`src/rtl/coeff_decomposer_mlane_if.sv`:
```
// rtl/coeff_decomposer_mlane_if.sv - beat-level handshake bundle for the multi-lane decomposer
interface coeff_decomposer_mlane_if #(
    parameter int LANES    = 4,
    parameter int COEFF_W  = 24,
    parameter int OUTPUT_W = 6
);
    logic [2:0]                sec_lvl;
    logic                      mode;
    logic                      valid_i;
    logic                      ready_i;
    logic [LANES*COEFF_W-1:0]  di;
    logic [LANES-1:0]          hint_i;
    logic [LANES*OUTPUT_W-1:0] doa;
    logic [LANES*COEFF_W-1:0]  dob;
    logic                      valid_o;
    logic                      ready_o;

    modport master (
        output sec_lvl, mode, valid_i, di, hint_i, ready_o,
        input  ready_i, doa, dob, valid_o
    );

    modport slave (
        input  sec_lvl, mode, valid_i, di, hint_i, ready_o,
        output ready_i, doa, dob, valid_o
    );
endinterface

```
`src/rtl/coeff_decomposer_mlane.sv`:
```
// rtl/coeff_decomposer_mlane.sv - three-stage multi-lane Dilithium Decompose/UseHint pipeline
module coeff_decomposer_mlane #(
    parameter int LANES    = 4,
    parameter int COEFF_W  = 24,
    parameter int OUTPUT_W = 6
) (
    input  logic clk,
    input  logic rst,
    coeff_decomposer_mlane_if.slave bus
);
    localparam logic [23:0] Q        = 24'd8380417;
    localparam logic [23:0] TWO_Q    = 24'd16760834;
    localparam int          GAMMA_88 = 95232;
    localparam int          GAMMA_32 = 261888;

    // Any 24-bit input is below 3q, so two conditional subtracts suffice.
    function automatic logic [22:0] reduce_q(input logic [23:0] x);
        logic [23:0] t;
        t = (x >= TWO_Q) ? x - TWO_Q : x;
        t = (t >= Q) ? t - Q : t;
        return 23'(t);
    endfunction

    // Compare tree against k*alpha; r < q guarantees the quotient never exceeds 44.
    // Returns {centred quotient, centred remainder}.
    function automatic logic [29:0] split(input logic [22:0] r, input logic g88);
        int         gamma;
        int         alpha;
        int         rem;
        logic [5:0] quo;
        gamma = g88 ? GAMMA_88 : GAMMA_32;
        alpha = 2 * gamma;
        quo   = '0;
        for (int k = 1; k <= 44; k++) begin
            if (int'(r) >= k * alpha) quo = 6'(k);
        end
        rem = int'(r) - int'(quo) * alpha;
        if (rem > gamma) begin
            rem = rem - alpha;
            quo = quo + 6'd1;
        end
        return {quo, 24'(rem)};
    endfunction

    // A centred quotient equal to m means r - r0 = q-1, which folds back to r1 = 0.
    function automatic logic [29:0] finish_lane(input logic [5:0] r1c, input logic [23:0] r0c,
                                                input logic g88, input logic use_hint);
        logic [5:0]         top;
        logic [5:0]         r1;
        logic signed [23:0] r0;
        top = g88 ? 6'd43 : 6'd15;
        r1  = r1c;
        r0  = r0c;
        if (r1c == top + 6'd1) begin
            r1 = '0;
            r0 = r0 - 24'sd1;
        end
        if (use_hint) begin
            if (r0 > 24'sd0) r1 = (r1 == top) ? 6'd0 : r1 + 6'd1;
            else             r1 = (r1 == 6'd0) ? top : r1 - 6'd1;
        end
        return {r1, r0};
    endfunction

    logic                      adv;
    logic                      s1_valid;
    logic                      s2_valid;
    logic                      s1_g88;
    logic                      s2_g88;
    logic                      s1_mode;
    logic                      s2_mode;
    logic [LANES-1:0]          s1_hint;
    logic [LANES-1:0]          s2_hint;
    logic [22:0]               s1_r   [LANES];
    logic [5:0]                s2_r1  [LANES];
    logic [23:0]               s2_r0  [LANES];
    logic [22:0]               s1_r_n [LANES];
    logic [29:0]               s2_n   [LANES];
    logic [29:0]               s3_n   [LANES];
    logic [LANES*OUTPUT_W-1:0] doa_n;
    logic [LANES*COEFF_W-1:0]  dob_n;

    assign adv         = ~bus.valid_o | bus.ready_o;
    assign bus.ready_i = adv;

    always_comb begin
        doa_n = '0;
        dob_n = '0;
        for (int k = 0; k < LANES; k++) begin
            s1_r_n[k] = reduce_q(bus.di[k*COEFF_W +: 24]);
            s2_n[k]   = split(s1_r[k], s1_g88);
            s3_n[k]   = finish_lane(s2_r1[k], s2_r0[k], s2_g88, s2_mode & s2_hint[k]);
            doa_n[k*OUTPUT_W +: OUTPUT_W] = OUTPUT_W'(s3_n[k][29:24]);
            dob_n[k*COEFF_W +: COEFF_W]   = COEFF_W'(s3_n[k][23:0]);
        end
    end

    // The whole pipeline freezes together when the output beat is held.
    always_ff @(posedge clk) begin
        if (rst) begin
            s1_valid    <= 1'b0;
            s2_valid    <= 1'b0;
            bus.valid_o <= 1'b0;
            bus.doa     <= '0;
            bus.dob     <= '0;
        end else if (adv) begin
            s1_valid    <= bus.valid_i;
            s1_g88      <= (bus.sec_lvl == 3'b010);
            s1_mode     <= bus.mode;
            s1_hint     <= bus.hint_i;
            s2_valid    <= s1_valid;
            s2_g88      <= s1_g88;
            s2_mode     <= s1_mode;
            s2_hint     <= s1_hint;
            bus.valid_o <= s2_valid;
            bus.doa     <= doa_n;
            bus.dob     <= dob_n;
            for (int k = 0; k < LANES; k++) begin
                s1_r[k]  <= s1_r_n[k];
                s2_r1[k] <= s2_n[k][29:24];
                s2_r0[k] <= s2_n[k][23:0];
            end
        end
    end
endmodule

```
`src/flat_wrapper.sv`:
```
// flat-port wrapper written by rule: the top's interface ports become plain ports
module coeff_decomposer_mlane_flat 
#(
    parameter int LANES    = 4,
    parameter int COEFF_W  = 24,
    parameter int OUTPUT_W = 6
)
  (clk, rst, bus_sec_lvl, bus_mode, bus_valid_i, bus_di, bus_hint_i, bus_ready_o, bus_ready_i, bus_doa, bus_dob, bus_valid_o);
  coeff_decomposer_mlane_if #(.LANES(LANES), .COEFF_W(COEFF_W), .OUTPUT_W(OUTPUT_W)) bus_i ();
  input  logic clk;
  input  logic rst;
  input wire logic [$bits(bus_i.sec_lvl)-1:0] bus_sec_lvl;
  input wire logic [$bits(bus_i.mode)-1:0] bus_mode;
  input wire logic [$bits(bus_i.valid_i)-1:0] bus_valid_i;
  input wire logic [$bits(bus_i.di)-1:0] bus_di;
  input wire logic [$bits(bus_i.hint_i)-1:0] bus_hint_i;
  input wire logic [$bits(bus_i.ready_o)-1:0] bus_ready_o;
  output wire logic [$bits(bus_i.ready_i)-1:0] bus_ready_i;
  output wire logic [$bits(bus_i.doa)-1:0] bus_doa;
  output wire logic [$bits(bus_i.dob)-1:0] bus_dob;
  output wire logic [$bits(bus_i.valid_o)-1:0] bus_valid_o;
  assign bus_i.sec_lvl = bus_sec_lvl;
  assign bus_i.mode = bus_mode;
  assign bus_i.valid_i = bus_valid_i;
  assign bus_i.di = bus_di;
  assign bus_i.hint_i = bus_hint_i;
  assign bus_i.ready_o = bus_ready_o;
  assign bus_ready_i = bus_i.ready_i;
  assign bus_doa = bus_i.doa;
  assign bus_dob = bus_i.dob;
  assign bus_valid_o = bus_i.valid_o;
  coeff_decomposer_mlane #(.LANES(LANES), .COEFF_W(COEFF_W), .OUTPUT_W(OUTPUT_W)) u_core (.clk(clk), .rst(rst), .bus(bus_i));
endmodule
```
`config.mk`:
```
export PLATFORM = sky130hd
export DESIGN_NAME = coeff_decomposer_mlane_flat
export DESIGN_NICKNAME = d
export VERILOG_FILES = /design/src/rtl/coeff_decomposer_mlane_if.sv /design/src/rtl/coeff_decomposer_mlane.sv /design/src/flat_wrapper.sv
export SDC_FILE = /design/constraint.sdc
export NUM_CORES = 2
export LEC_CHECK = 0
export ABC_AREA = 1
export CAP_MARGIN = 25
export CORE_MARGIN = 5
export CORE_UTILIZATION = 30
export CTS_CLUSTER_DIAMETER = 50
export CTS_CLUSTER_SIZE = 30
export DETAILED_ROUTE_END_ITERATION = 10
export PLACE_DENSITY = 0.48
export SLEW_MARGIN = 40
export SYNTH_ARGS = -nofsm -noshare
export SYNTH_HDL_FRONTEND = slang
export SYNTH_SLANG_ARGS = --single-unit
```
`constraint.sdc`:
```
create_clock -name clk -period 40.3 [get_ports clk]
set_input_delay 4.03 -clock clk [delete_from_list [all_inputs] [get_ports clk]]
set_output_delay 4.03 -clock clk [all_outputs]
set_load 0.03 [all_outputs]
```
# == Word-level counts from Yosys, hierarchy flattened ==
# Memories as Yosys holds them, arrays and structs flattened.
# Index checks and enable logic that the tools add are counted.
# totals
regBits,135
latchBits,0
mem_bits_rw,212
rom_bits,0
output_inout_bits,122
n_memories,3
# classes
n_addsub,33
n_mul,42
div_mod_pow,0
order_cmp,192
eq_ne,9
shift,0
muxes,221
bitwise_logic,7
reduce_logical,5
# memory_table
name,words,word_bits,rd,rd_clocked_by_memory_dff,write_ports,line,text
u_core.s2_r0,4,24,4,0,4,coeff_decomposer_mlane.sv:76,logic [23:0] s2_r0 [LANES];
u_core.s1_r,4,23,4,0,4,coeff_decomposer_mlane.sv:74,logic [22:0] s1_r [LANES];
u_core.s2_r1,4,6,4,0,4,coeff_decomposer_mlane.sv:75,logic [5:0] s2_r1 [LANES];
# ops
op,n
$ge A24 B32 Y1,170
$mux W6,77
$mux W5,64
$mux W24,12
$mul A5 B18 Y23 const A,7
$mul A6 B18 Y24 const A,6
$gt A32 B19 Y1,4
$mux W4,32
$mul A5 B31 Y31 const A,4
$mul A6 B31 Y31 const A,4
$ge A24 B23 Y1 const B,4
$ge A24 B24 Y1 const B,4
$gt A24 B1 Y1 const B,4
$sub A24 B2 Y24 const B,4
$sub A24 B24 Y24 const B,4
$sub A24 B32 Y32,3
$mul A7 B31 Y31,3
$mux W23,4
$sub A23 B23 Y23 const B,4
$mul A4 B18 Y22 const A,4
$sub A24 B24 Y24,3
$mul A4 B31 Y30 const A,2
$mul A4 B31 Y31 const A,2
$mul A5 B31 Y30 const A,2
other kinds (28),82

# == Longest topological paths before layout ==
# depth
ltp_word,50
ltp_mapped,96

# == Worst setup path before layout ==
# OpenSTA, ideal clock, no wires.
# synth_path
path_kind,reg2reg
startpoint,reg u_core.s1_g88
endpoint,mem u_core.s2_r0[3][21] (data pin)
setup_time_ns,0.258
t_arrival_ns,12.928
required_time_ns,40.042
setup_slack_ns,27.114
path_stages_with_launch,61
n_path_buf,3
path_cell_list,edfxtp_1 > clkinv_1 > clkbuf_1 > clkbuf_1 > buf_1 > ha_1 > inv_1 > o21bai_1 > nand2_1 > nand2_1 > a21oi_1 > inv_1 > or2_2 > nor3_1 > o31ai_1 > a21oi_1 > o21ai_0 > a21oi_1 > (+25 left out) > xnor2_1 > ha_1 > inv_1 > o21bai_2 > or2_1 > a21oi_1 > inv_1 > nor2_2 > inv_2 > nor2_2 > nand4_1 > nor2_1 > nand3_1 > nand2_2 > inv_2 > nand2_4 > nor3_2 > xnor2_1
# synth_lines
item,line,text
"start, declared",coeff_decomposer_mlane.sv:68,logic s1_g88;
"start signal, assigned",coeff_decomposer_mlane.sv:108,s1_g88 <= (bus.sec_lvl == 3'b010);
"end, declared",coeff_decomposer_mlane.sv:76,

==> summary.md <==
| Metric | Value |
|---|---|
| Hold path startpoint | u_core.s1_hint[0] |
| Routed vias | 46800 |
| Drt drc | 0 |
| Final Hold Viols | 0 |
| CTS tree | done |
| Final-report max-slew violation count | 0 |
| Max Buffers Root-to-Sink | 3 |
| Clock sinks | approximately 350 |
| First-pass GRT wire length | approximately 280 mm |
| WHS Path Cells | 0 |
| Die Height | 396 microns |
| Iteration-0 DRC Markers | roughly 3900 |
| Post-CTS Hold Fix Bufs | 0 |
| Cell Count Post-Placement | 8742 |
| Post-Route Setup TNS | 0 ps |
| Max FO, Critical Path | 47 |
| Initial core utilization | 0.302 |
| GP Congestion | about 1 |
| Core Footprint | approximately 0.15 sq mm |
| Largest net degree at the start of global routing | about 120 |
| Asr flop ratio synth | 0 |
| WHS Endpoint | u_core.s2_hint[0] |
| # setup viols final | 0 |
| FP Rows | between 100 and 150 |
| Worst R2R Start | u_core.s1_g88 |
| Critical path arrival | 12440 ps |
| Worst slew pin tran | between 800 and 900 ps |
| Top Ports | 230 |
| Status | completed |
| Port-buffer cells | around 230 |
| Setup crit start kind | flop |
| Worst setup path start | u_core.s1_g88 |
| Hold crit path type | reg2reg |
| Worst-case reg-to-reg path depth | between 50 and 60 |
| Peak Freq | ~83 MHz |
| Clock-pin slew on the worst setup and hold paths | about 60 ps |
| Vias in the first global route | roughly 45000 |
| Root Buffer | clkbuf_16 |
| Worst path required time | 40720 ps |
| Final Cycle Share | 0.298 |
| Total grt overflow | 0 |
| Crit path kind | reg2reg |
| Net Count, Synth | approximately 7300 |
| Min Tclk post-route | 12010 ps |
| Max cap viols | 0 |
| Vias/cell | 5.28 |
| CTS resizes | 0 |
| Initial antenna violation count | 4 |
| DR pass1 iterations | 6 |
| Worst R2R Setup Slack | around 28000 ps |
| CTS H-tree lvls | 2 |
| Most used DFF post-synth | edfxtp_1 |
| CP endpoint kind | flop |
| Final ANT Viol Nets | 0 |
| Hpwl dp | between 150 and 200 mm |
| Syn avg cell area | 6.65 sq um |
| Worst r2r dst | u_core.s2_r0[2][23] |
| RSZ-0062 raised after global routing | no |
| Synth Warn # | 0 |
| All-Layer GR Usage | 0.229 |
| CP max stage cell | buf_4 |
| Post-Layout Cell Count | between 8000 and 9000 |
| Width of the die | approximately 400 microns |
| Crit-path most repeated cell | inv_1 |
| Mapped Cells | roughly 6700 |
| DIE AREA | 0.157 sq mm |
| Final layout net count | between 7000 and 8000 |
| Drt total wl | about 190 mm |
| Largest stage delay, worst path | approximately 700 ps |
| Total CTS buffers | 57 |
| #FFs+latches synth | between 300 and 400 |
| Post-CTS Setup Bufs | 0 |
| Final core utilization | 0.344 |
| Layout Skew | 35.1 ps |
| Rel. slew slack | 0.394 |
| Share of layout cells above drive strength 1 | 0.0460 |
| Wirelength per Cell | 21.1 microns |
| Cell Area, Synth | ~0.045 sq mm |
| Register area share after synthesis | 0.206 |
| Yosys cell types | between 80 and 90 |
| Worst-skew pair later-pin latency | about 650 ps |
| Post-synth EDFFs | ~220 |
| Layout Area Growth over Synthesis | 14.0% |
[worst max-delay path: cells and delay by family, from the launching register on]
family | cells | cell delay [ps]
AO/OA/AOI/OAI | 15 | 2820
buffers and inverters | 14 | 2600
flip-flops | 1 | 500
XOR/XNOR | 2 | 390
adder cells (fa/ha/maj) | 7 | 3040
AND/OR/NAND/NOR | 18 | 2300
[kinds of logic after synthesis]
| family | share of synthesized area |
|---|---|
| XOR/XNOR | 0.0676 |
| AO/OA/AOI/OAI | 0.153 |
| adder cells (fa/ha/maj) | 0.158 |
| AND/OR/NAND/NOR | 0.298 |
| flip-flops | 0.206 |
| buffers and inverters | 0.117 |
| multiplexers | 0.000448 |
[cells in the mapped netlist, types with 103 or more instances]
master	number	share of area
ha_1	383	0.11
fa_1	114	0.051
a21oi_1	325	0.036
nand2_1	1246	0.10
nor3_1	201	0.023
o21ai_0	433	0.049
inv_1	1099	0.092
nor4_1	125	0.018
edfxtp_1	224	0.15
nand3_1	379	0.042
a31oi_1	103	0.014
nor2_1	826	0.069
nand4_1	143	0.020
dfxtp_1	123	0.055
xor2_1	240	0.047
[worst max path at each step]
stage                           to  slack [ps]  cells after the start
3_5_place_dp   u_core.s2_r0[2][21]       28400                     57
3_3_place_gp   u_core.s2_r0[2][23]       28450                     56
5_1_grt        u_core.s2_r0[2][21]       27400                     57
4_1_cts        u_core.s2_r0[2][23]       28380                     56
2_1_floorplan  u_core.s2_r0[3][21]       27110                     60
6_report       u_core.s2_r0[2][23]       28290                     56
[through the flow]
step	hold slack (ps)	cell area, sq um	worst slack, ps
6_report	423	50900	28290
4_1_cts	424	50900	28380
3_3_place_gp	405	48900	28450
3_5_place_dp	405	48900	28400
2_1_floorplan	400	44700	27110
5_1_grt	424	50900	27400
[final cells by class]
cell class | count | area [sq um]
timing repair buffer | 270 | 2670
sequential | 347 | 9190
antenna | 1 | 2.50
multi-input combinational | 5039 | 30300
fill | 16100 | 96900
clock inverter | 44 | 482
tap | 1930 | 2410
inverter | 1157 | 4360
clock buffer | 63 | 1470
[layout by cell type, fill, tap and decap left out, drive strengths merged, types with 14 or more instances in the layout]
cell           instances
o22ai                 16
fa                   114
a21o                  14
nand3                381
clkinv                25
clkdlybuf4s50        229
a41oi                 17
edfxtp               224
xor2                 241
dfxtp                123
xnor2                101
nand4                143
a21oi                335
o211ai                28
o21ai                456
o2111ai               14
a31oi                103
buf                   41
inv                 1169
o21bai                39
o31ai                 41
nand2               1274
nor2                 855
nand3b                14
nor4                 128
ha                   383
nor3                 209
clkbuf                63
[state kept, by name (all words and copies together) (netlist names)]
signal and cells:
u_core.bus.doa 24, u_core.bus.dob 96, u_core.bus.valid_o 1, u_core.s1_g88 1, u_core.s1_hint 4, u_core.s1_mode 1
u_core.s1_r 92, u_core.s1_valid 1, u_core.s2_g88 1, u_core.s2_hint 4, u_core.s2_mode 1, u_core.s2_r0 96
u_core.s2_r1 24, u_core.s2_valid 1
[routing by layer]
metal  track usage  vias up  routed length (microns)
li1              -    22600                        -
met1         0.315    21900                    85400
met2         0.362     1815                    81000
met3        0.0389      381                    13200
met4        0.0774        4                     7070
met5             0        -                       22
Power is left out: the tool's default activity adds up to more than one toggle a clock period on the data nets, which glitch-free logic cannot reach.
